`src/rtl/perf_pkg.sv`:
```
// rtl/perf_pkg.sv - shared opcodes, classes, states and channel map for perf_stat_unit
package perf_pkg;

    localparam logic [5:0] OP_ADD  = 6'b000000;
    localparam logic [5:0] OP_SUB  = 6'b000001;
    localparam logic [5:0] OP_MUL  = 6'b000010;
    localparam logic [5:0] OP_ADDI = 6'b000011;
    localparam logic [5:0] OP_SUBI = 6'b000100;
    localparam logic [5:0] OP_MULI = 6'b000101;
    localparam logic [5:0] OP_OR   = 6'b000110;
    localparam logic [5:0] OP_AND  = 6'b000111;
    localparam logic [5:0] OP_XOR  = 6'b001000;
    localparam logic [5:0] OP_ORI  = 6'b001001;
    localparam logic [5:0] OP_ANDI = 6'b001010;
    localparam logic [5:0] OP_XORI = 6'b001011;
    localparam logic [5:0] OP_LDW  = 6'b001100;
    localparam logic [5:0] OP_STW  = 6'b001101;
    localparam logic [5:0] OP_BZ   = 6'b001110;
    localparam logic [5:0] OP_BEQ  = 6'b001111;
    localparam logic [5:0] OP_JR   = 6'b010000;
    localparam logic [5:0] OP_HALT = 6'b010001;

    // Primary counters held in each bank
    localparam int NUM_PRIM    = 7;
    localparam int PRIM_ARITH  = 0;
    localparam int PRIM_LOGIC  = 1;
    localparam int PRIM_MEM    = 2;
    localparam int PRIM_CTRL   = 3;
    localparam int PRIM_SFWD   = 4;
    localparam int PRIM_SNOFWD = 5;
    localparam int PRIM_CYC    = 6;

    // Read channel map
    localparam int unsigned CH_ARITH      = 0;
    localparam int unsigned CH_LOGIC      = 1;
    localparam int unsigned CH_MEM        = 2;
    localparam int unsigned CH_CTRL       = 3;
    localparam int unsigned CH_TOTAL      = 4;
    localparam int unsigned CH_STALL_FWD  = 5;
    localparam int unsigned CH_STALL_NFWD = 6;
    localparam int unsigned CH_CLK_W_FWD  = 7;
    localparam int unsigned CH_CLK_WO_FWD = 8;
    localparam int unsigned CH_CYCLES     = 9;

    typedef enum logic [2:0] {CLS_ARITH, CLS_LOGIC, CLS_MEM, CLS_CTRL, CLS_NONE} inst_class_t;
    typedef enum logic [1:0] {IDLE, RUN, DRAIN, HALTED} perf_state_t;

    function automatic inst_class_t classify(input logic [5:0] opcode);
        inst_class_t cls;
        case (opcode)
            OP_ADD, OP_SUB, OP_MUL, OP_ADDI, OP_SUBI, OP_MULI: cls = CLS_ARITH;
            OP_OR, OP_AND, OP_XOR, OP_ORI, OP_ANDI, OP_XORI:   cls = CLS_LOGIC;
            OP_LDW, OP_STW:                                    cls = CLS_MEM;
            OP_BZ, OP_BEQ, OP_JR, OP_HALT:                     cls = CLS_CTRL;
            default:                                           cls = CLS_NONE;
        endcase
        return cls;
    endfunction

endpackage

```
`src/rtl/perf_stat_unit_if.sv`:
```
// rtl/perf_stat_unit_if.sv - counter read port bundle
interface perf_stat_unit_if #(
    parameter int CNT_W = 32,
    parameter int SEL_W = 4
);
    logic             rd_req;
    logic             rd_src;
    logic [SEL_W-1:0] rd_sel;
    logic             rd_valid;
    logic [CNT_W-1:0] rd_data;

    modport master (output rd_req, rd_src, rd_sel, input rd_valid, rd_data);
    modport slave  (input rd_req, rd_src, rd_sel, output rd_valid, rd_data);
endinterface

```
`src/rtl/perf_counter.sv`:
```
// rtl/perf_counter.sv - event counter with saturate or wrap mode and overflow pulse
module perf_counter #(
    parameter int CNT_W    = 32,
    parameter bit SATURATE = 1'b1
) (
    input  logic             clk,
    input  logic             reset,
    input  logic             inc,
    output logic [CNT_W-1:0] count,
    output logic             ovf_pulse
);

    logic [CNT_W-1:0] count_q;
    logic [CNT_W-1:0] count_d;

    // Next count: at all-ones either hold or wrap, flagging overflow either way
    always_comb begin
        count_d   = count_q;
        ovf_pulse = 1'b0;
        if (inc) begin
            if (&count_q) begin
                ovf_pulse = 1'b1;
                count_d   = SATURATE ? count_q : '0;
            end else begin
                count_d = count_q + CNT_W'(1);
            end
        end
    end

    // Count register
    always_ff @(posedge clk) begin
        if (!reset) begin
            count_q <= '0;
        end else begin
            count_q <= count_d;
        end
    end

    assign count = count_q;

endmodule

```
`src/rtl/perf_stat_unit.sv`:
```
// rtl/perf_stat_unit.sv - retire/stall statistics with live and snapshot banks
module perf_stat_unit
    import perf_pkg::*;
#(
    parameter int         CNT_W        = 32,
    parameter bit         SATURATE     = 1'b1,
    parameter logic [5:0] HALT_OPC     = 6'b010001,
    parameter int         DRAIN_CYCLES = 6,
    parameter int         SEL_W        = 4
) (
    input  logic               clk,
    input  logic               reset,
    input  logic               start,
    input  logic               retire_valid,
    input  logic [31:0]        retire_inst,
    input  logic               stall_fwd,
    input  logic               stall_nofwd,
    input  logic               snap,
    perf_stat_unit_if.slave    rd,
    output logic               busy,
    output logic               done,
    output logic               ovf
);

    // Derived sums need headroom for five counters plus the drain constant
    localparam int WW      = CNT_W + 3;
    localparam int DRAIN_W = (DRAIN_CYCLES > 1) ? $clog2(DRAIN_CYCLES) : 1;

    perf_state_t        state_q, state_d;
    logic [DRAIN_W-1:0] drain_cnt_q, drain_cnt_d;
    logic               ovf_q, ovf_d;
    logic               rd_valid_q, rd_valid_d;
    logic [CNT_W-1:0]   rd_data_q, rd_data_d;
    logic [CNT_W-1:0]   snap_q [NUM_PRIM];
    logic [CNT_W-1:0]   snap_d [NUM_PRIM];

    logic [CNT_W-1:0]   live [NUM_PRIM];
    logic [CNT_W-1:0]   bank [NUM_PRIM];
    logic [NUM_PRIM-1:0] inc;
    logic [NUM_PRIM-1:0] ovf_p;
    logic [WW-1:0]      total_w, clkf_w, clknf_w;
    logic [31:0]        sel_i;
    inst_class_t        ret_cls;
    logic               retire_halt;
    logic               unused_inst_bits;

    assign ret_cls          = classify(retire_inst[31:26]);
    assign retire_halt      = retire_valid && (retire_inst[31:26] == HALT_OPC);
    assign unused_inst_bits = ^retire_inst[25:0];

    function automatic logic [CNT_W-1:0] fit(input logic [WW-1:0] v);
        logic [CNT_W-1:0] r;
        if (SATURATE && (v > WW'({CNT_W{1'b1}}))) begin
            r = '1;
        end else begin
            r = v[CNT_W-1:0];
        end
        return r;
    endfunction

    // Run-state sequencing: IDLE -> RUN -> fixed-length DRAIN -> HALTED
    always_comb begin
        state_d     = state_q;
        drain_cnt_d = drain_cnt_q;
        case (state_q)
            IDLE: begin
                if (start) begin
                    state_d = RUN;
                end
            end
            RUN: begin
                if (retire_halt) begin
                    state_d     = DRAIN;
                    drain_cnt_d = '0;
                end
            end
            DRAIN: begin
                if (drain_cnt_q == DRAIN_W'(DRAIN_CYCLES - 1)) begin
                    state_d = HALTED;
                end else begin
                    drain_cnt_d = drain_cnt_q + DRAIN_W'(1);
                end
            end
            HALTED: state_d = HALTED;
            default: state_d = IDLE;
        endcase
    end

    // Increment enables: events only while running, cycles through the drain as well
    always_comb begin
        inc = '0;
        if (state_q == RUN) begin
            if (retire_valid) begin
                case (ret_cls)
                    CLS_ARITH: inc[PRIM_ARITH] = 1'b1;
                    CLS_LOGIC: inc[PRIM_LOGIC] = 1'b1;
                    CLS_MEM:   inc[PRIM_MEM]   = 1'b1;
                    CLS_CTRL:  inc[PRIM_CTRL]  = 1'b1;
                    default:   ;
                endcase
            end
            inc[PRIM_SFWD]   = stall_fwd;
            inc[PRIM_SNOFWD] = stall_nofwd;
        end
        if ((state_q == RUN) || (state_q == DRAIN)) begin
            inc[PRIM_CYC] = 1'b1;
        end
    end

    for (genvar k = 0; k < NUM_PRIM; k++) begin : g_cnt
        perf_counter #(
            .CNT_W    (CNT_W),
            .SATURATE (SATURATE)
        ) u_cnt (
            .clk       (clk),
            .reset     (reset),
            .inc       (inc[k]),
            .count     (live[k]),
            .ovf_pulse (ovf_p[k])
        );
    end

    // Snapshot takes the live values as they stood before this edge's increments
    always_comb begin
        for (int k = 0; k < NUM_PRIM; k++) begin
            snap_d[k] = snap ? live[k] : snap_q[k];
        end
        ovf_d = ovf_q | (|ovf_p);
    end

    // Bank select and derived channels, summed wide then clamped or truncated
    always_comb begin
        for (int k = 0; k < NUM_PRIM; k++) begin
            bank[k] = rd.rd_src ? snap_q[k] : live[k];
        end
        total_w = WW'(bank[PRIM_ARITH]) + WW'(bank[PRIM_LOGIC])
                + WW'(bank[PRIM_MEM])   + WW'(bank[PRIM_CTRL]);
        clkf_w  = total_w + WW'(DRAIN_CYCLES) + WW'(bank[PRIM_SFWD]);
        clknf_w = total_w + WW'(DRAIN_CYCLES) + WW'(bank[PRIM_SNOFWD]);
    end

    // Read response: one-cycle valid pulse, data held between requests
    always_comb begin
        sel_i      = 32'(rd.rd_sel);
        rd_valid_d = rd.rd_req;
        rd_data_d  = rd_data_q;
        if (rd.rd_req) begin
            case (sel_i)
                CH_ARITH:      rd_data_d = bank[PRIM_ARITH];
                CH_LOGIC:      rd_data_d = bank[PRIM_LOGIC];
                CH_MEM:        rd_data_d = bank[PRIM_MEM];
                CH_CTRL:       rd_data_d = bank[PRIM_CTRL];
                CH_TOTAL:      rd_data_d = fit(total_w);
                CH_STALL_FWD:  rd_data_d = bank[PRIM_SFWD];
                CH_STALL_NFWD: rd_data_d = bank[PRIM_SNOFWD];
                CH_CLK_W_FWD:  rd_data_d = fit(clkf_w);
                CH_CLK_WO_FWD: rd_data_d = fit(clknf_w);
                CH_CYCLES:     rd_data_d = bank[PRIM_CYC];
                default:       rd_data_d = '0;
            endcase
        end
    end

    // Control, snapshot and read registers
    always_ff @(posedge clk) begin
        if (!reset) begin
            state_q     <= IDLE;
            drain_cnt_q <= '0;
            ovf_q       <= 1'b0;
            rd_valid_q  <= 1'b0;
            rd_data_q   <= '0;
            for (int k = 0; k < NUM_PRIM; k++) begin
                snap_q[k] <= '0;
            end
        end else begin
            state_q     <= state_d;
            drain_cnt_q <= drain_cnt_d;
            ovf_q       <= ovf_d;
            rd_valid_q  <= rd_valid_d;
            rd_data_q   <= rd_data_d;
            for (int k = 0; k < NUM_PRIM; k++) begin
                snap_q[k] <= snap_d[k];
            end
        end
    end

    assign rd.rd_valid = rd_valid_q;
    assign rd.rd_data  = rd_data_q;
    assign busy        = (state_q == RUN) || (state_q == DRAIN);
    assign done        = (state_q == HALTED);
    assign ovf         = ovf_q;

endmodule

```
`src/flat_wrapper.sv`:
```
// flat-port wrapper written by rule: the top's interface ports become plain ports
module perf_stat_unit_flat import perf_pkg::*;
#(
    parameter int         CNT_W        = 32,
    parameter bit         SATURATE     = 1'b1,
    parameter logic [5:0] HALT_OPC     = 6'b010001,
    parameter int         DRAIN_CYCLES = 6,
    parameter int         SEL_W        = 4
)
  (clk, reset, start, retire_valid, retire_inst, stall_fwd, stall_nofwd, snap, busy, done, ovf, rd_rd_req, rd_rd_src, rd_rd_sel, rd_rd_valid, rd_rd_data);
  perf_stat_unit_if #(.CNT_W(CNT_W), .SEL_W(SEL_W)) rd_i ();
  input  logic clk;
  input  logic reset;
  input  logic start;
  input  logic retire_valid;
  input  logic [31:0] retire_inst;
  input  logic stall_fwd;
  input  logic stall_nofwd;
  input  logic snap;
  output logic busy;
  output logic done;
  output logic ovf;
  input wire logic [$bits(rd_i.rd_req)-1:0] rd_rd_req;
  input wire logic [$bits(rd_i.rd_src)-1:0] rd_rd_src;
  input wire logic [$bits(rd_i.rd_sel)-1:0] rd_rd_sel;
  output wire logic [$bits(rd_i.rd_valid)-1:0] rd_rd_valid;
  output wire logic [$bits(rd_i.rd_data)-1:0] rd_rd_data;
  assign rd_i.rd_req = rd_rd_req;
  assign rd_i.rd_src = rd_rd_src;
  assign rd_i.rd_sel = rd_rd_sel;
  assign rd_rd_valid = rd_i.rd_valid;
  assign rd_rd_data = rd_i.rd_data;
  perf_stat_unit #(.CNT_W(CNT_W), .SATURATE(SATURATE), .HALT_OPC(HALT_OPC), .DRAIN_CYCLES(DRAIN_CYCLES), .SEL_W(SEL_W)) u_core (.clk(clk), .reset(reset), .start(start), .retire_valid(retire_valid), .retire_inst(retire_inst), .stall_fwd(stall_fwd), .stall_nofwd(stall_nofwd), .snap(snap), .rd(rd_i), .busy(busy), .done(done), .ovf(ovf));
endmodule
```
`config.mk`:
```
export PLATFORM = sky130hd
export DESIGN_NAME = perf_stat_unit_flat
export DESIGN_NICKNAME = d
export VERILOG_FILES = /design/src/rtl/perf_pkg.sv /design/src/rtl/perf_stat_unit_if.sv /design/src/rtl/perf_counter.sv /design/src/rtl/perf_stat_unit.sv /design/src/flat_wrapper.sv
export SDC_FILE = /design/constraint.sdc
export NUM_CORES = 2
export LEC_CHECK = 0
export ABC_AREA = 1
export BUFFER_PORTS_ARGS = -buffer_cell sky130_fd_sc_hd__clkbuf_2
export CAP_MARGIN = 20
export CORE_UTILIZATION = 55
export DETAILED_ROUTE_END_ITERATION = 6
export PLACE_DENSITY = 0.72
export REMOVE_ABC_BUFFERS = 1
export SLEW_MARGIN = 20
export SYNTH_ARGS = -nofsm -noshare
export SYNTH_HDL_FRONTEND = slang
export SYNTH_SLANG_ARGS = --single-unit
```
`constraint.sdc`:
```
create_clock -name clk -period 12.7 [get_ports clk]
set_clock_uncertainty 0.1 [all_clocks]
set_input_delay 0.635 -clock clk [delete_from_list [all_inputs] [get_ports clk]]
set_output_delay 0.635 -clock clk [all_outputs]
set_load 0.02 [all_outputs]
```
==> results.json <==
{
  "hold_violations": 0,
  "critPathArrivalTime_ns": 10.74,
  "required_ns": 13.07,
  "hpwl_um": 80900,
  "die-width_um": 247,
  "irDropWorstVdd_mv": 0.105,
  "syn_inst": 4988,
  "vias": 33423,
  "ctsHoldBuffers": 0,
  "first_iter_violations": 2905,
  "gp_congestion": 1.02,
  "rsz0062_at_grt": "no",
  "first_pass_iters": 7,
  "worstPathMaxFanout": 129,
  "worst_slew_pin_slew_ns": 1.07,
  "status": "finished with violations",
  "cts.sinks": 487,
  "max_cap_violations": 0,
  "fin_area_sq_mm": 0.0353,
  "ys.flop_type": "dfxtp_1",
  "antenna_left": 0,
  "cts-buffers-inserted": 54,
  "h-tree-depth": 2,
  "max-slew-margin-rel": 0.270,
  "post_cts_resized": 0,
  "io_pins": 81,
  "grt_max_degree": 222,
  "track_usage": 0.345,
  "clkTransAtPathRegs_ns": 0.06,
  "wl_per_cell_um": 18.6,
  "synthAdderAreaFrac": 0.0764,
  "cts_tree": "done",
  "r2r.worst_path.cells": 52,
  "insertion_delay_ns": 0.65,
  "ys_ff_latch": 487,
  "grt_pass1_vias": 30281,
  "holdCritPathClass": "in2reg",
  "multiInputGateArea_sq_mm": 0.0200,
  "dieArea_sq_mm": 0.0610,
  "violations": "design-rule violations",
  "total_leakage_power_nw": 14.3,
  "fmax_ghz": 0.0964,
  "drc": 9,
  "fin_crit_ns": 10.38,
  "synth-compound-area-share": 0.229,
  "synth_area_sq_mm": 0.0330,
  "hold_path_depth": 3,
  "seqCellArea_sq_mm": 0.00975,
  "place_area_sq_mm": 0.0336,
  "grt_pass1_wl_um": 164000,
  "core_area_sq_mm": 0.0591,
  "area_growth_pct": 7.06,
  "rows": 89,
  "cellPowerDensity_mw_per_mm2": 124,
  "initial_utilization": 0.558,
  "hold_ws_ns": 0.275,
  "setup_tns_ns": 0,
  "end_kind": "register",
  "overflow": 0,
  "synthArstFlopShare": 0,
  "synthMuxAreaShare": 0.00212,
  "root_buffer": "clkbuf_16",
  "portBuffers": 54,
  "viasPerCell": 5.84,
  "synth_warnings": 0,
  "num_antenna_cells": 0,
  "cpMaxStageDelayCell": "fa_1",
  "finalCritPeriodShare": 0.817,
  "setup_viol": 0,
  "synth.avg_cell_area_sq_um": 6.62,
  "cts_setup_buffers": 0,
  "routed_wl_um": 106000,
  "synth-simple-area-share": 0.265,
  "antenna_found_initial": 0,
  "slowest_delay_ns": 0.55,
  "drive_gt1_frac": 0.0648,
  "cp_common_cell": "nand2_1",
  "worst-setup-path-type": "in2reg",
  "cts_max_path_buffers": 3,
  "ys_types": 65,
  "fin_util": 0.598,
  "cp-start-kind": "input port",
  "fillers": 5782,
  "synth_top_family_by_area": "simple AND/OR/NAND/NOR gates",
  "synth_seq_area_share": 0.295,
  "finalMaxSlewViolations": 0,
  "synthXorXnorAreaFrac": 0.0313,
  "die_h_um": 247,
  "synth_edf_count": 0,
  "fin_nets": 5139
}
==> cells in the mapped netlist, types with 30 or more instances <==
library cell / n / share of area
xor2_1: 60 / 0.016
a22oi_1: 33 / 0.0075
nor2_1: 343 / 0.039
nand3_1: 154 / 0.023
nand2_1: 1017 / 0.12
nor4_1: 40 / 0.0076
inv_1: 604 / 0.069
nand2_2: 33 / 0.0063
xnor2_1: 58 / 0.015
a21oi_2: 30 / 0.0080
dfxtp_1: 487 / 0.30
nand4_1: 132 / 0.025
a21oi_1: 554 / 0.084
o21ai_0: 616 / 0.093
clkbuf_1: 172 / 0.020
fa_1: 36 / 0.022
ha_1: 144 / 0.055
nor3_1: 159 / 0.024
==> stage by stage <==
step / instances / power (mW) / worst slack [ns]
floorplan: 4778 / 2.49 / 2.97
global placement: 5630 / 2.79 / 1.94
detailed placement: 5630 / 2.81 / 1.88
CTS: 5725 / 4.37 / 2.49
global route: 5726 / 4.61 / 1.51
finish: 5726 / 4.38 / 2.32
==> sequential cells by signal, summed over array words and instances, names as in the netlist <==
register	flops
u_core.snap_q	224
u_core.drain_cnt_q	3
u_core.rd.rd_valid	1
u_core.state_q	2
u_core.g_cnt.u_cnt.count	224
u_core.rd.rd_data	32
u_core.ovf	1
==> metal layers <==
layer  track usage  wire (um)  vias to the layer above
met3        0.0454       8260                      197
met1         0.467      46500                    15437
met4         0.145       4510                        0
met2         0.550      47100                     1176
li1              -          -                    16613
met5             0          0                        -
==> cell type report <==
class	count	share of cell area
Clock inverter	18	0.00581
Clock buffer	77	0.0438
Timing Repair Buffer	80	0.0146
Multi-Input combinational cell	3659	0.565
Inverter	632	0.0673
Tap cell	773	0.0274
Sequential cell	487	0.276
==> where the power goes <==
part           switching (mW)  internal (mW)
combinational           0.797          0.394
clock                   0.678          0.890
sequential             0.0321           1.59
total                    1.51           2.87
==> worst paths after layout <==
path	slack, ns	startpoint	endpoint
setup / recovery	2.32	rd_rd_src	u_core.rd.rd_data[9]$_SDFFE_PN0P_
hold / removal	0.28	reset	u_core.snap_q[0][27]$_SDFFE_PN0P_
setup reg to reg	2.65	u_core.g_cnt[0].u_cnt.count[0]$_SDFFE_PN0P_	u_core.rd.rd_data[9]$_SDFFE_PN0P_
hold reg to reg	0.37	u_core.g_cnt[3].u_cnt.count[2]$_SDFFE_PN0P_	u_core.g_cnt[3].u_cnt.count[2]$_SDFFE_PN0P_
==> cell usage in the layout (no fill, tap or decap), drive strengths merged, types with 29 or more instances in the layout <==
cell    instances
xnor2          58
clkbuf        128
buf            29
xor2           60
ha            144
nor3          162
o21ai         624
nor4           43
dfxtp         487
nand3         166
nor2          366
a21oi         584
fa             36
nand2        1058
inv           629
nand4         135
a22oi          33
==> critical path: cells and delay by family <==
family	cells	cell delay [ns]
AND/OR/NAND/NOR	30	4.79
AO/OA/AOI/OAI	11	1.91
adder cells (fa/ha/maj)	4	1.57
buffers and inverters	6	1.25
XOR/XNOR	2	0.36
==> logic make-up (layout without fill, tap and decap cells) <==
logic type	count (synthesis)	in the layout
xor+xnor	118	118
compound gates	1388	1388
simple gates	1966	1966
mux	7	7
flops	487	487
fa+ha+maj	180	180
buf+inv	842	807
(Power assumes the default switching activity.)
